<file path="src/rtl/adaptive_green_scheduler.sv">
// Green-time scheduler: per-road arrival counters with a two-state request unit
// that turns a road's queued-vehicle snapshot into a clamped green time.
module adaptive_green_scheduler #(
  parameter int NUM_ROADS = 4,
  parameter int CNT_W     = 8,
  parameter int TG_W      = 8,
  parameter int TG_MIN    = 10,
  parameter int TG_MAX    = 60,
  parameter int WEIGHT    = 2
) (
  input  logic                       clk,
  input  logic                       reset,
  input  logic [NUM_ROADS-1:0]       car_in,
  input  logic                       req_valid,
  input  logic [3:0]                 req_road,
  output logic                       req_ready,
  output logic                       tg_valid,
  output logic [TG_W-1:0]            tg_value,
  output logic [3:0]                 tg_road,
  output logic                       tg_err,
  output logic [NUM_ROADS*CNT_W-1:0] counts,
  output logic [NUM_ROADS-1:0]       sat
);

  localparam int CW = CNT_W + TG_W + 1;
  localparam logic [CNT_W-1:0] CNT_MAX = '1;

  typedef enum logic {IDLE, CALC} state_t;

  state_t                  state, state_nxt;
  logic [CNT_W-1:0]        cnt     [NUM_ROADS];
  logic [CNT_W-1:0]        cnt_nxt [NUM_ROADS];
  logic [NUM_ROADS-1:0]    sat_nxt;
  logic [NUM_ROADS-1:0]    clr;
  logic                    accept;
  logic                    in_range;
  logic [CNT_W-1:0]        sel_cnt;
  logic [CNT_W-1:0]        snap_q;
  logic [3:0]              road_q;
  logic                    err_q;
  logic [CW-1:0]           green_wide;
  logic [TG_W-1:0]         green;

  assign accept   = (state == IDLE) && req_valid;
  assign in_range = {1'b0, req_road} < 5'(NUM_ROADS);

  // State register
  always_ff @(posedge clk or negedge reset) begin
    if (!reset) state <= IDLE;
    else        state <= state_nxt;
  end

  // Next-state logic
  always_comb begin
    state_nxt = state;
    case (state)
      IDLE: if (req_valid) state_nxt = CALC;
      CALC: state_nxt = IDLE;
      default: state_nxt = IDLE;
    endcase
  end

  // Output logic
  always_comb begin
    req_ready = (state == IDLE);
  end

  // Accepted road is cleared first, then this cycle's arrival is applied on top
  always_comb begin
    sel_cnt = '0;
    for (int unsigned i = 0; i < NUM_ROADS; i++) begin
      clr[i]     = accept && (req_road == 4'(i));
      cnt_nxt[i] = clr[i] ? '0 : cnt[i];
      sat_nxt[i] = clr[i] ? 1'b0 : sat[i];
      if (car_in[i] && cnt_nxt[i] != CNT_MAX) cnt_nxt[i] = cnt_nxt[i] + 1'b1;
      if (car_in[i] && cnt_nxt[i] == CNT_MAX) sat_nxt[i] = 1'b1;
      if (req_road == 4'(i)) sel_cnt = cnt[i];
    end
  end

  always_ff @(posedge clk or negedge reset) begin
    if (!reset) begin
      for (int unsigned i = 0; i < NUM_ROADS; i++) cnt[i] <= '0;
      sat <= '0;
    end else begin
      for (int unsigned i = 0; i < NUM_ROADS; i++) cnt[i] <= cnt_nxt[i];
      sat <= sat_nxt;
    end
  end

  always_comb begin
    counts = '0;
    for (int unsigned i = 0; i < NUM_ROADS; i++) counts[i*CNT_W +: CNT_W] = cnt[i];
  end

  always_comb begin
    green_wide = CW'(TG_MIN) + CW'(snap_q) * CW'(WEIGHT);
    if (err_q)                        green = TG_W'(TG_MIN);
    else if (green_wide > CW'(TG_MAX)) green = TG_W'(TG_MAX);
    else                              green = green_wide[TG_W-1:0];
  end

  always_ff @(posedge clk or negedge reset) begin
    if (!reset) begin
      snap_q   <= '0;
      road_q   <= '0;
      err_q    <= 1'b0;
      tg_valid <= 1'b0;
      tg_value <= '0;
      tg_road  <= '0;
      tg_err   <= 1'b0;
    end else begin
      tg_valid <= 1'b0;
      if (accept) begin
        snap_q <= in_range ? sel_cnt : '0;
        road_q <= req_road;
        err_q  <= !in_range;
      end
      if (state == CALC) begin
        tg_valid <= 1'b1;
        tg_value <= green;
        tg_road  <= road_q;
        tg_err   <= err_q;
      end
    end
  end

endmodule
</file>
<file path="config.mk">
export PLATFORM = sky130hd
export DESIGN_NAME = adaptive_green_scheduler
export DESIGN_NICKNAME = d
export VERILOG_FILES = /design/src/rtl/adaptive_green_scheduler.sv
export SDC_FILE = /design/constraint.sdc
export NUM_CORES = 1
export LEC_CHECK = 0
export ABC_AREA = 0
export BUFFER_PORTS_ARGS = -buffer_cell sky130_fd_sc_hd__buf_2
export CORE_MARGIN = 10
export CORE_UTILIZATION = 56
export CTS_CLUSTER_DIAMETER = 80
export DETAILED_ROUTE_END_ITERATION = 12
export GPL_TIMING_DRIVEN = 1
export PLACE_DENSITY = 0.8
export SYNTH_ARGS = -nofsm -noshare
export SYNTH_HDL_FRONTEND = slang
export SYNTH_SLANG_ARGS = --single-unit
</file>
<file path="constraint.sdc">
create_clock -name clk -period 3.9 [get_ports clk]
set_clock_uncertainty 0.2 [all_clocks]
set_input_delay 0.585 -clock clk [delete_from_list [all_inputs] [get_ports clk]]
set_output_delay 0.585 -clock clk [all_outputs]
set_load 0.02 [all_outputs]
</file>
Word level (Yosys, flattened, before mapping)
Cells that the tools add are included.

storage, ports and cells
  register bits after elaboration = 64
  input port bits = 11
  output and inout bits = 51
  logic and storage cells = 80

operators by class
  $add $sub $neg = 5
  $lt $le $gt $ge = 2
  equality and inequality tests = 11
  multiplexer cells = 26
  bitwise operators = 1
  reduce and logical (&&, ||, !) cells = 19

operators by type and width
  operator                                                         count
  2-to-1 mux 8 bit                                                 15
  adder 8 x 1 -> 8 bit (second input constant)                     4
  == test 8 bit (second input constant)                            4
  != test 8 bit (second input constant)                            4
  logical AND 1 bit                                                13
  adder 4 x 9 -> 10 bit (first input constant)                     1
  greater-than comparator 10 x 6 -> 1 bit (second input constant)  1
  2-to-1 mux 1 bit                                                 10
  == test 4 x 2 -> 1 bit (second input constant)                   2
  nonzero test 2 bit                                               4
  == test 4 x 1 -> 1 bit (second input constant)                   1
  zero test 4 bit                                                  1
  less-than comparator 4 x 3 -> 1 bit (second input constant)      1
  one-hot mux 1 bit (2 select lines)                               1
  zero test 1 bit                                                  1
  NOT 1 bit                                                        1

Depth between registers and ports, before layout
  depth after elaboration = 10
  depth in mapped cells = 12
  gate-level depth less buffers = 9

Worst setup path before layout
No wires, ideal clock.

  path type = input port to flip-flop
  start point = input port req_road[3]
  end point = register sat[1]
  setup time = 0.067 ns
  arrival = 3.134 ns
  required time = 3.633 ns
  setup slack = 0.500 ns
  stages = 11
  path buffers = 2
  cells stage by stage = or4b_4 > or2_0 > buf_2 > and2_1 > ha_1 > and4_1 > clkbuf_1 > a211o_1 > or3_1 > a21oi_1 > a41o_1

RTL lines
  what                  RTL line  RTL
  start, declared       15        input logic [3:0] req_road,
  end signal, assigned  87        sat <= sat_nxt;
  end, declared         22        output logic [NUM_ROADS-1:0] sat

==> impl_metrics.ini <==
[worst_setup_path]
r2r_slack_ns = 0.44
reg2reg_depth = 9
reg2reg_from = state$_DFF_PN0_
startpoint = state$_DFF_PN0_
timing.rr.end = sat[1]$_DFFE_PN0P_
worstPathCellList = or4b_4 > or2_0 > and2_1 > ha_1 > and4_1 > a211o_1 > or3_1 > a21oi_1 > a41o_1
crit_required_ns = 3.98
critPathMaxStageDelay_ns = 0.55
path_class = reg2reg
end_kind = flop
worstSetupStartpointType = flop
worstPathArrival_ns = 3.53
crit_slowest_cell = or4b_4
path_delay_family = simple AND/OR/NAND/NOR gates
cp_num_buf_inv = 0
worst-path-max-fanout = 10

[route]
wl_met1_mm = 3.72
routedWlPerCell_um = 17.9
wl_met2_mm = 4.48
wl_met3_um = 561
ant_nets = 0
drc_errors = 0
drt_iter0_markers = 275
top_layer_used = met4
totalWireLength_mm = 8.90
dr.pass1.iters = 4
vias_per_cell = 6.16
vias = 3057

[power_and_ir_drop]
total_power_w = 0.00278
pwr-share-comb = 0.371
p_int_w = 0.00164
cellLeakagePower_nw = 1.92
power.density_nw_per_um2 = 663
p_seq_frac = 0.395
vdd.ir_drop.worst_uv = 415
p_switching_w = 0.00114
clkPwrFrac = 0.234
swShare = 0.409

[grt]
antenna_found_initial = 0
grt_pass1_wl_mm = 15.0
grt.total_usage = 0.182
grt_max_degree = 28
grt_pass1_vias = 3052
overflow = 0

[sta]
hold_slack_ns = 0.00272
rsz0062_at_grt = no
setup_ws_ns = 0.442
setup_viol = 0
min_period_ns = 3.46
min_period_over_period = 0.887
maxSlewHeadroom = 0.662
slew_violations = 0
max_freq_ghz = 0.289
finalSetupTns_ns = 0
hold_viol_final = 0
worst_pin_slew_ns = 0.506

[placed_design]
gp_congestion = 0.881
pre_cts_ws_ns = 0.176
io_buffers = 60
dpl.hpwl_mm = 6.70
placed_cells = 480

[logic_synthesis]
syn-num-nets = 373
synthMuxAreaShare = 0.104
yosys.area_share.simple = 0.198
synth_adder_area_share = 0.0208
ys_warn_count = 0
ys_types = 59
seq_area_frac_synth = 0.436
netlist_instances = 356
synth-async-reset-ratio = 1.00
synth_compound_area_frac = 0.172
synth_top_family_by_area = simple AND/OR/NAND/NOR gates
avgSynthCellArea_um2 = 10.2
synth_xor_area_frac = 0.0339
synth_area_um2 = 3610
synth-edff-count = 0
synth.ff_latch_count = 63
synth-main-ff-cell = dfrtp_1

[clock_network]
htree_levels = 3
cts_setup_buffers = 0
cts_tree = done
cts.sinks = 63
cts_made_buffers = 9
insertion_delay_ns = 0.34
clk_pin_slew_ns = 0.07
clockBufferDepth = 2
cts.repair.resized = 0
cts-root-buf = clkbuf_8
hold_buffers = 0

[min_path]
min_path_type = in2async

[floorplanning]
dieArea_um2 = 10100
initial_utilization = 0.573
die-width_um = 100
io_pins = 62
coreArea_um2 = 6310
row_count = 29
chipHeight_um = 100

[cells_and_area]
drive_gt1_frac = 0.265
nFillCells = 519
finalNonFillerCells = 496
diodes = 0
nets = 431
area.growth.synth_to_final_pct = 16.2

[run_status]
status = finished, final reports clean

[job]
maxCapViolations = 0
## flip-flops by register name, summed over array words and instances, names as in the netlist
signal    count
counts       32
err_q         1
tg_road       4
tg_value      7
snap_q        8
tg_valid      1
sat           4
state         1
road_q        4
tg_err        1
## cells in the final DEF (no fill, tap or decap), types with 3 or more instances in the layout
master / n
dfrtp_1: 63
buf_2: 60
nand2_1: 24
nor2_1: 20
a21oi_1: 18
o21ai_0: 16
nand3_1: 15
and2_1: 12
mux2_2: 12
clkbuf_8: 11
nor3_1: 10
a31oi_1: 10
inv_1: 9
mux4_2: 8
nand4_1: 7
xnor2_1: 7
xor2_1: 7
a22o_1: 7
mux2i_1: 6
a211oi_1: 6
ha_1: 6
buf_4: 6
and3_1: 5
a21o_1: 5
and4_1: 5
a41oi_1: 4
nor3b_1: 4
nor2b_1: 4
nand2b_1: 3
o21ai_1: 3
a41o_1: 3
## power by group through the flow
stage          Combinational [W]  Sequential, W  Clock, W
2_1_floorplan           0.000604        0.00117         0
3_3_place_gp             0.00101        0.00110         0
3_5_place_dp             0.00103        0.00110         0
4_1_cts                  0.00104        0.00109  0.000661
5_1_grt                  0.00115        0.00113  0.000687
6_report                 0.00103        0.00110  0.000651
## Yosys cell counts (all sizes together) (2+ instances only)
cell type / instances / area share
a31oi: 10 / 0.017
o2111ai: 2 / 0.0048
a22o: 7 / 0.017
a21boi: 2 / 0.0042
or3: 2 / 0.0035
a211oi: 6 / 0.012
xnor2: 7 / 0.017
o21ai: 20 / 0.029
and4: 5 / 0.012
nor4b: 3 / 0.0073
dfrtp: 63 / 0.44
and3: 5 / 0.0087
nor3b: 4 / 0.0083
a21o: 5 / 0.010
mux2: 12 / 0.037
clkbuf: 12 / 0.012
mux4: 8 / 0.050
a41oi: 4 / 0.0097
nand4: 7 / 0.012
nand3: 15 / 0.021
nor2: 22 / 0.027
o2111a: 2 / 0.0062
nor2b: 4 / 0.0069
buf: 7 / 0.013
a41o: 3 / 0.0083
o31ai: 2 / 0.0042
xor2: 7 / 0.017
nor3: 10 / 0.014
inv: 9 / 0.0093
ha: 6 / 0.021
and4b: 2 / 0.0055
and2: 12 / 0.021
a211o: 2 / 0.0048
nand2b: 3 / 0.0052
a21oi: 18 / 0.025
nand2: 24 / 0.025
or2: 4 / 0.0076
o211ai: 2 / 0.0042
mux2i: 6 / 0.017
## how the worst max path moves through the flow
stage	endpoint	slack, ns	cells past startpoint
floorplan	sat[1]$_DFFE_PN0P_	0.50	11
global placement	sat[1]$_DFFE_PN0P_	0.26	10
finish	sat[1]$_DFFE_PN0P_	0.44	9
detailed placement	sat[1]$_DFFE_PN0P_	0.18	10
global route	sat[1]$_DFFE_PN0P_	0.27	9
CTS	sat[1]$_DFFE_PN0P_	0.48	9
## metal layers
layer | track usage | vias to the layer above
met5 | 0 | -
met1 | 0.225 | 1474
met2 | 0.301 | 108
li1 | - | 1456
met3 | 0.0398 | 19
met4 | 0.0707 | 0
## logic make-up (layout without fill, tap and decap cells)
family / Yosys count / after routing
buffers and inverters: 28 / 91
muxes: 26 / 26
adders and majority gates: 6 / 6
xor gates and xnor gates: 14 / 14
and+or+nand+nor: 127 / 127
other: 1 / 1
DFF: 63 / 63
AOI/OAI and AO/OA: 91 / 91
## through the flow
step | instance area, um^2 | utilization
after floorplan | 3610 | -
after global placement | 3970 | 0.629
after detailed placement | 3970 | 0.629
after CTS | 4200 | 0.665
after global routing | 4200 | 0.665
final | 4200 | 0.665
## area by class of cell
type / instances / area, um^2 / share of cell area
multi-input cells: 265 / 1920 / 0.457
flip-flops and latches: 63 / 1580 / 0.375
repair buffers: 66 / 345 / 0.0822
clock buffers: 11 / 151 / 0.0360
well taps: 77 / 96.3 / 0.0229
clock inverters: 5 / 80.1 / 0.0191
inverters: 9 / 33.8 / 0.00804
No activity file was read; power rests on OpenSTA's default activity.
